File: src/rtl/alarm_pkg.sv
// Shared types for the alarm trigger: FSM state encoding and time-field widths.
package alarm_pkg;

  typedef enum logic [1:0] {
    IDLE    = 2'd0,
    ARMED   = 2'd1,
    RINGING = 2'd2,
    SNOOZE  = 2'd3
  } state_t;

  localparam int HOUR_W = 5;
  localparam int MIN_W  = 6;
  localparam int SEC_W  = 6;

endpackage

File: src/rtl/alarm_time_match.sv
// Alarm time compare with rising-edge detect: trigger pulses once per match
// window, so a held match (e.g. after stop) cannot re-arm the ring.
module alarm_time_match
  import alarm_pkg::*;
(
  input  logic              clk,
  input  logic              rst,
  input  logic              alarm_en,
  input  logic [HOUR_W-1:0] cur_hour,
  input  logic [MIN_W-1:0]  cur_min,
  input  logic [SEC_W-1:0]  cur_sec,
  input  logic [HOUR_W-1:0] alarm_hour,
  input  logic [MIN_W-1:0]  alarm_min,
  output logic              trigger
);

  logic match;
  logic match_q;

  assign match = alarm_en && (cur_hour == alarm_hour) && (cur_min == alarm_min)
                 && (cur_sec == '0);

  always_ff @(posedge clk) begin
    if (rst) match_q <= 1'b0;
    else     match_q <= match;
  end

  assign trigger = match & ~match_q;

endmodule

File: src/rtl/alarm_trigger.sv
// Alarm FSM: ring / snooze / timeout on the 1 Hz tick, registered outputs.
// Optional macro ALARM_BLINK_EN: res blinks on each tick while ringing.
module alarm_trigger
  import alarm_pkg::*;
#(
  parameter int RING_SECS   = 60,
  parameter int SNOOZE_SECS = 300,
  parameter int MAX_SNOOZE  = 3
) (
  input  logic              clk,
  input  logic              rst,
  input  logic              tick_1hz,
  input  logic [HOUR_W-1:0] cur_hour,
  input  logic [MIN_W-1:0]  cur_min,
  input  logic [SEC_W-1:0]  cur_sec,
  input  logic [HOUR_W-1:0] alarm_hour,
  input  logic [MIN_W-1:0]  alarm_min,
  input  logic              alarm_en,
  input  logic              snooze,
  input  logic              stop,
  output logic              res,
  output logic              ringing,
  output logic              snoozing
);

  localparam int RW = (RING_SECS   > 1) ? $clog2(RING_SECS)   : 1;
  localparam int SW = (SNOOZE_SECS > 1) ? $clog2(SNOOZE_SECS) : 1;
  localparam int UW = $clog2(MAX_SNOOZE + 1);

  localparam logic [RW-1:0] RING_LAST = RW'(RING_SECS - 1);
  localparam logic [SW-1:0] SNZ_LAST  = SW'(SNOOZE_SECS - 1);
  localparam logic [UW-1:0] SNZ_MAX   = UW'(MAX_SNOOZE);

  state_t        state_q, state_n;
  logic [RW-1:0] ring_cnt, ring_n;
  logic [SW-1:0] snz_cnt, snz_n;
  logic [UW-1:0] snooze_used, used_n;
  logic          res_n;
  logic          trigger;

  alarm_time_match u_match (
    .clk        (clk),
    .rst        (rst),
    .alarm_en   (alarm_en),
    .cur_hour   (cur_hour),
    .cur_min    (cur_min),
    .cur_sec    (cur_sec),
    .alarm_hour (alarm_hour),
    .alarm_min  (alarm_min),
    .trigger    (trigger)
  );

  always_ff @(posedge clk) begin
    if (rst) begin
      state_q     <= IDLE;
      ring_cnt    <= '0;
      snz_cnt     <= '0;
      snooze_used <= '0;
      res         <= 1'b0;
      ringing     <= 1'b0;
      snoozing    <= 1'b0;
    end else begin
      state_q     <= state_n;
      ring_cnt    <= ring_n;
      snz_cnt     <= snz_n;
      snooze_used <= used_n;
      res         <= res_n;
      ringing     <= (state_n == RINGING);
      snoozing    <= (state_n == SNOOZE);
    end
  end

  always_comb begin
    state_n = state_q;
    ring_n  = ring_cnt;
    snz_n   = snz_cnt;
    used_n  = snooze_used;
    if (!alarm_en) begin
      state_n = IDLE;
      ring_n  = '0;
      snz_n   = '0;
      used_n  = '0;
    end else begin
      case (state_q)
        IDLE:  state_n = ARMED;
        ARMED: begin
          if (trigger) begin
            state_n = RINGING;
            ring_n  = '0;
            used_n  = '0;
          end
        end
        RINGING: begin
          if (stop) begin
            state_n = ARMED;
          end else if (snooze && (snooze_used < SNZ_MAX)) begin
            state_n = SNOOZE;
            snz_n   = '0;
            used_n  = snooze_used + 1'b1;
          end else if (tick_1hz) begin
            if (ring_cnt == RING_LAST) state_n = ARMED;
            else                       ring_n  = ring_cnt + 1'b1;
          end
        end
        SNOOZE: begin
          // A snooze press here is a no-op, so the tick still counts.
          if (stop) begin
            state_n = ARMED;
          end else if (tick_1hz) begin
            if (snz_cnt == SNZ_LAST) begin
              state_n = RINGING;
              ring_n  = '0;
            end else begin
              snz_n = snz_cnt + 1'b1;
            end
          end
        end
        default: state_n = IDLE;
      endcase
    end
  end

`ifdef ALARM_BLINK_EN
  always_comb begin
    res_n = 1'b0;
    if (state_n == RINGING) begin
      if (state_q != RINGING) res_n = 1'b1;
      else if (tick_1hz)      res_n = ~res;
      else                    res_n = res;
    end
  end
`else
  always_comb begin
    res_n = (state_n == RINGING);
  end
`endif

endmodule

File: config.mk
export PLATFORM = sky130hd
export DESIGN_NAME = alarm_trigger
export DESIGN_NICKNAME = d
export VERILOG_FILES = /design/src/rtl/alarm_pkg.sv /design/src/rtl/alarm_time_match.sv /design/src/rtl/alarm_trigger.sv
export SDC_FILE = /design/constraint.sdc
export NUM_CORES = 1
export LEC_CHECK = 0
export CORE_UTILIZATION = 50
export DETAILED_ROUTE_END_ITERATION = 6
export GPL_TIMING_DRIVEN = 0
export HOLD_SLACK_MARGIN = 0.1
export PLACE_DENSITY = 0.84
export SLEW_MARGIN = 20
export SYNTH_ARGS = -nofsm -noshare
export SYNTH_HDL_FRONTEND = slang
export SYNTH_HIERARCHICAL = 1
export SYNTH_SLANG_ARGS = --single-unit
File: constraint.sdc
create_clock -name clk -period 4.19 [get_ports clk]
set_input_delay 0.838 -clock clk [delete_from_list [all_inputs] [get_ports clk]]
set_output_delay 0.838 -clock clk [all_outputs]
set_load 0.1 [all_outputs]
==> results of run 1 <==
==> worst register-to-register path, delay by kind of cell (launching register included) <==
| kind | cells | cell delay [ns] |
|---|---|---|
| fa+ha+maj | 1 | 0.21 |
| flops | 1 | 0.34 |
| simple gates | 4 | 1.22 |
==> cell families after synthesis <==
family                     count (synthesis)  synth area share, %
buffers and inverters                      5                 1.88
adders and majority gates                  3                 2.96
AOI/OAI and AO/OA                         21                 12.2
muxes                                      2                 1.58
and+or+nand+nor                           73                 34.2
xor gates and xnor gates                  18                 12.4
DFF                                       22                 34.7
==> flip-flops by register name, summed over array words and instances, names as in the netlist <==
register / count
snoozing: 1
state_q: 2
u_match/match_q: 1
snz_cnt: 9
ring_cnt: 6
ringing: 1
snooze_used: 2
==> power by group through the flow <==
stage	Sequential, µW	Clock (µW)	Combinational (µW)
2_1_floorplan	215	0	18.0
3_3_place_gp	215	0	54.1
3_5_place_dp	215	0	56.0
4_1_cts	211	164	56.5
5_1_grt	211	172	59.9
6_report	211	163	56.6
==> through the flow <==
step	util (%)	hold WS [ns]	instance area (µm²)	std cells	total power [µW]
6_report	74.7	0.468	1720	212	430
5_1_grt	74.7	0.508	1720	212	442
4_1_cts	74.7	0.467	1720	212	431
3_5_place_dp	72.4	0.450	1660	208	271
3_3_place_gp	72.4	0.446	1660	208	269
2_1_floorplan	-	0.436	1270	144	233
==> routing by layer <==
| layer | share of wire [%] | GRT usage [%] | routed length [µm] | vias to the layer above |
|---|---|---|---|---|
| li1 | - | - | - | 604 |
| met1 | 43 | 28.0 | 1370 | 574 |
| met2 | 51 | 46.4 | 1610 | 36 |
| met3 | 5.9 | 5.80 | 186 | 0 |
| met4 | 0 | 7.46 | 0 | 0 |
| met5 | 0 | 0 | 0 | - |
==> layout by cell type, fill, tap and decap left out, types with 2 or more instances in the layout <==
master,n
a21oi_1,6
and3_1,5
and4b_1,2
clkbuf_4,3
clkdlybuf4s50_1,36
dfxtp_1,22
ha_1,3
inv_1,2
mux2i_1,2
nand2_1,10
nand2b_1,3
nand3_1,6
nand4_1,4
nand4b_1,4
nor2_1,21
nor2b_1,3
nor3_1,4
nor4_1,2
o2111ai_1,3
o21ai_0,4
xnor2_1,11
xor2_1,7
==> area by class of cell <==
class | instances | share of cell area, %
Sequential cell | 22 | 25.7
Tap cell | 28 | 2.04
Buffer | 3 | 0.948
Timing Repair Buffer | 36 | 21.0
Clock buffer | 3 | 1.31
Inverter | 2 | 0.438
Multi-Input combinational cell | 117 | 46.8
Clock inverter | 1 | 1.75
==> worst paths after layout <==
kind | from | to | slack, ns | depth (start not counted)
setup / recovery | ringing | ringing | 1.45 | 2
hold / removal | snooze_used[1] | snooze_used[1] | 0.47 | 2
hold reg to reg | snooze_used[1] | snooze_used[1] | 0.47 | 2
setup reg to reg | snooze_used[0] | snz_cnt[8] | 2.33 | 5
==> metrics, run 1 <==
final hold violation count 0; multi-input logic area 803 µm²; Max-Cap Viols 0; Cell variety after synth 40; Nets 222; vias in the first global route 1206; Post-synth EDFFs 0; RSZ-0062 raised after global routing no; number of H-tree levels 1; post-CTS setup buffers 0; slowest library cell on the worst path clkdlybuf4s50_1; sequential power share 49.0%; initial DRC count 29; synthesized instance count 144; CTS Buf Count 3; Detailed Place HPWL 2460 µm; Crit path arrival time 1.91 ns; commonest cells in the netlist dfxtp_1 (22), nor2_1 (21), xnor2_1 (11), nand2_1 (10), xor2_1 (7); CP top delay family buffers and inverters; area delta synth->final 35.3%; CP cell instances buf_4 > clkdlybuf4s50_1; startpoint types register; Static Leak 0.000602 µW; Total Routed Length 3160 µm; worst hold path class register to register; sw frac 19.9%; syn nets 181; GRT Util Overall 25.1%; worst endpoint required time 3.35 ns; # DRC 0; number of port buffers 36; register area 440 µm²; run status finished, final reports clean; Starting Density 55.2%; Switch Pwr 85.5 µW; Total Neg Setup Slack 0 ns; FMAX 0.365 GHz; setup violators final 0; row count 17; Max Slew Vio Count 0; Area contributors post-synth dfxtp_1 (35%), xnor2_1 (7.6%), nor2_1 (6.2%); post-synthesis sequential area ratio 34.7%; Routed Antenna Nets 0; worst setup margin 1.45 ns; dpl ws 1.48 ns; clk slew on worst S/H paths 0.13 ns; GRT overflow 0; Primary FF master, synth dfxtp_1; CP max stage delay 1.12 ns; Die Y 52.4 µm; Max Root-Sink Buffers 2; largest net degree at the start of global routing 14; Syn Area/Cell 8.80 µm²; asr flop ratio synth 0%; min Tclk post-route 2.74 ns; Filler cells 165; P per Cell Area 251 nW/µm²; combinational share of power 13.2%; Crit. End Element primary output; yosys warns 6; internal power 344 µW; post-synthesis register bit count 22; Slew HR 35.0%; CP bufs+invs 2; Worst-Skew Late Latency 0.31 ns; crit-path max FO 2; Routability Congestion 0.808; Worst Path Class, Setup register to primary output; Avg WL per Cell 14.9 µm; core area 2300 µm²; Die ar. 2740 µm²; Mapped Area 1270 µm²; Vias 1214; # diodes 0; via/cell ratio 5.73; clock power share 37.8%; actual slew at the worst max-slew pin 0.972 ns; first drt pass iteration count 4; largest area contributor in the netlist dfxtp_1; CTS tree yes; Ports 37; fraction of post-synthesis cell area in the top cell type by area 34.7%; Clock Skew 0.00852 ns; cell with the most instances after synthesis dfxtp_1; Final Cycle Share 65.5%; cts repair resizes 0; Root Driver clkbuf_4; share of post-route cells with drive strength above 1 6.52%; Die Wd 52.4 µm; hold_buf cts 0; CTS sink cnt 22; peak supply drop 0.000227 V; global-route wire length before repair 5100 µm; initial antenna violation count 0
No activity file was read; power rests on OpenSTA's default activity.
==> inputs of run 2 (changes only) <==
Settings changed: CORE_UTILIZATION 50 to 42, PLACE_DENSITY 0.84 to 0.75.
Clock period 4.19 ns to 2.32 ns, I/O delays scaled along.
==> run 2 against run 1 <==
  * The run now ends with design-rule violations left
  * Utilization shrank 13 points
  * Routed wire length shrank 15%
  * Non-clock buffer count is the same
  * Critical path type unchanged
  * Largest power group unchanged
  * Clock power up 81%
  * Sequential power rose by 80%
  * Final cell count grew 1.4%
  * Critical endpoint is now res
==> metrics, run 2 (synthesized netlist as in run 1, its figures left out) <==
Static Leak 0.000607 µW; Crit. End Element primary output; slowest library cell on the worst path clkdlybuf4s50_1; vias in the first global route 1053; Nets 222; FMAX 0.444 GHz; Vias 1158; GRT Util Overall 18.3%; failing checks design-rule violations; initial DRC count 51; Core Util, Final 61.2%; Final Cycle Share 97.0%; core area 2810 µm²; Clock Skew 0.00789 ns; Die Y 56.9 µm; initial antenna violation count 0; clk slew on worst S/H paths 0.13 ns; number of port buffers 36; max reg flops 9; worst hold path class register to register; Max Slew Vio Count 0; Routed Antenna Nets 0; Worst-Skew Late Latency 0.32 ns; row count 19; post-CTS setup buffers 0; Routability Congestion 0.841; Worst Path Class, Setup register to primary output; Slew HR 35.9%; share of post-route cells with drive strength above 1 6.52%; CTS Buf Count 3; first drt pass iteration count 6; worst endpoint required time 1.86 ns; CTS sink cnt 22; GRT overflow 0; Root Driver clkbuf_4; via/cell ratio 5.39; dpl ws -0.000808 ns; global-route wire length before repair 4580 µm; min Tclk post-route 2.25 ns; Detailed Place HPWL 2160 µm; peak supply drop 0.000278 V; Die ar. 3240 µm²; crit-path max FO 2; P per Cell Area 451 nW/µm²; Largest regs snz_cnt: 9 flops, ring_cnt: 6 flops; startpoint types register; CP cell instances clkdlybuf4s50_1; number of H-tree levels 1; setup violators final 0; hold_buf cts 0; Total Routed Length 2700 µm; Max-Cap Viols 0; Avg WL per Cell 12.6 µm; most frequent cells in the layout clkdlybuf4s50_1 (35), dfxtp_1 (22), nor2_1 (21); area delta synth->final 35.5%; Tot Pwr 775 µW; Die Wd 56.9 µm; Max Root-Sink Buffers 2; # diodes 0; # DRC 2; Crit path arrival time 1.79 ns; largest net degree at the start of global routing 14; CTS tree yes; Ports 37; CP top delay family buffers and inverters; Worst Hold Slack 0.474 ns; worst setup margin 0.0687 ns; actual slew at the worst max-slew pin 0.958 ns; CP max stage delay 1.13 ns; Starting Density 45.2%; final hold violation count 0; RSZ-0062 raised after global routing no; R2R setup slack 0.49 ns; run status finished with violations; most common cell after layout, fill and taps aside clkdlybuf4s50_1; Top reg by flops snz_cnt; Total Neg Setup Slack 0 ns; CP bufs+invs 1
[run 2: cell count changes in the layout (fill, tap and decap cells not counted)]
cell,delta
clkdlybuf4s50_1,-1
dlygate4sd2_1,+1
[run 2: layout make-up]
| class | instances | area, µm² |
|---|---|---|
| Buffer | 3 | 16.3 |
| Clock buffer | 3 | 22.5 |
| Clock inverter | 1 | 30.0 |
| Fill cell | 243 | 1090 |
| Inverter | 2 | 7.51 |
| Multi-Input combinational cell | 117 | 803 |
| Sequential cell | 22 | 440 |
| Tap cell | 31 | 38.8 |
| Timing Repair Buffer | 36 | 359 |
[run 2: worst paths after layout]
kind                  startpoint             end  cells past startpoint
setup / recovery         ringing             res                      1
hold / removal    snooze_used[1]  snooze_used[1]                      2
hold reg to reg   snooze_used[1]  snooze_used[1]                      2
setup reg to reg  snooze_used[0]      snz_cnt[4]                      6
[run 2: through the flow]
stage / instances / area [µm²]
2_1_floorplan: 144 / 1270
3_3_place_gp: 211 / 1670
3_5_place_dp: 211 / 1670
4_1_cts: 215 / 1720
5_1_grt: 215 / 1720
6_report: 215 / 1720
[run 2: metal layers]
layer	wire length (µm)	up-vias	track usage, %
met1	1210	519	21.9
li1	-	600	-
met5	0	-	0
met3	102	5	1.81
met2	1340	34	32.8
met4	51	0	8.36
[run 2: where the power goes]
part / internal, µW / switching (µW) / total (µW)
combinational: 68.3 / 30.5 / 98.8
clock: 175 / 121 / 295
sequential: 379 / 1.72 / 380
[run 2: what timing repair did]
item                                    4_1_cts  5_1_grt
gates resized for setup                       1        0
endpoints found under the setup margin        1        0
hold endpoints to repair                      0        0
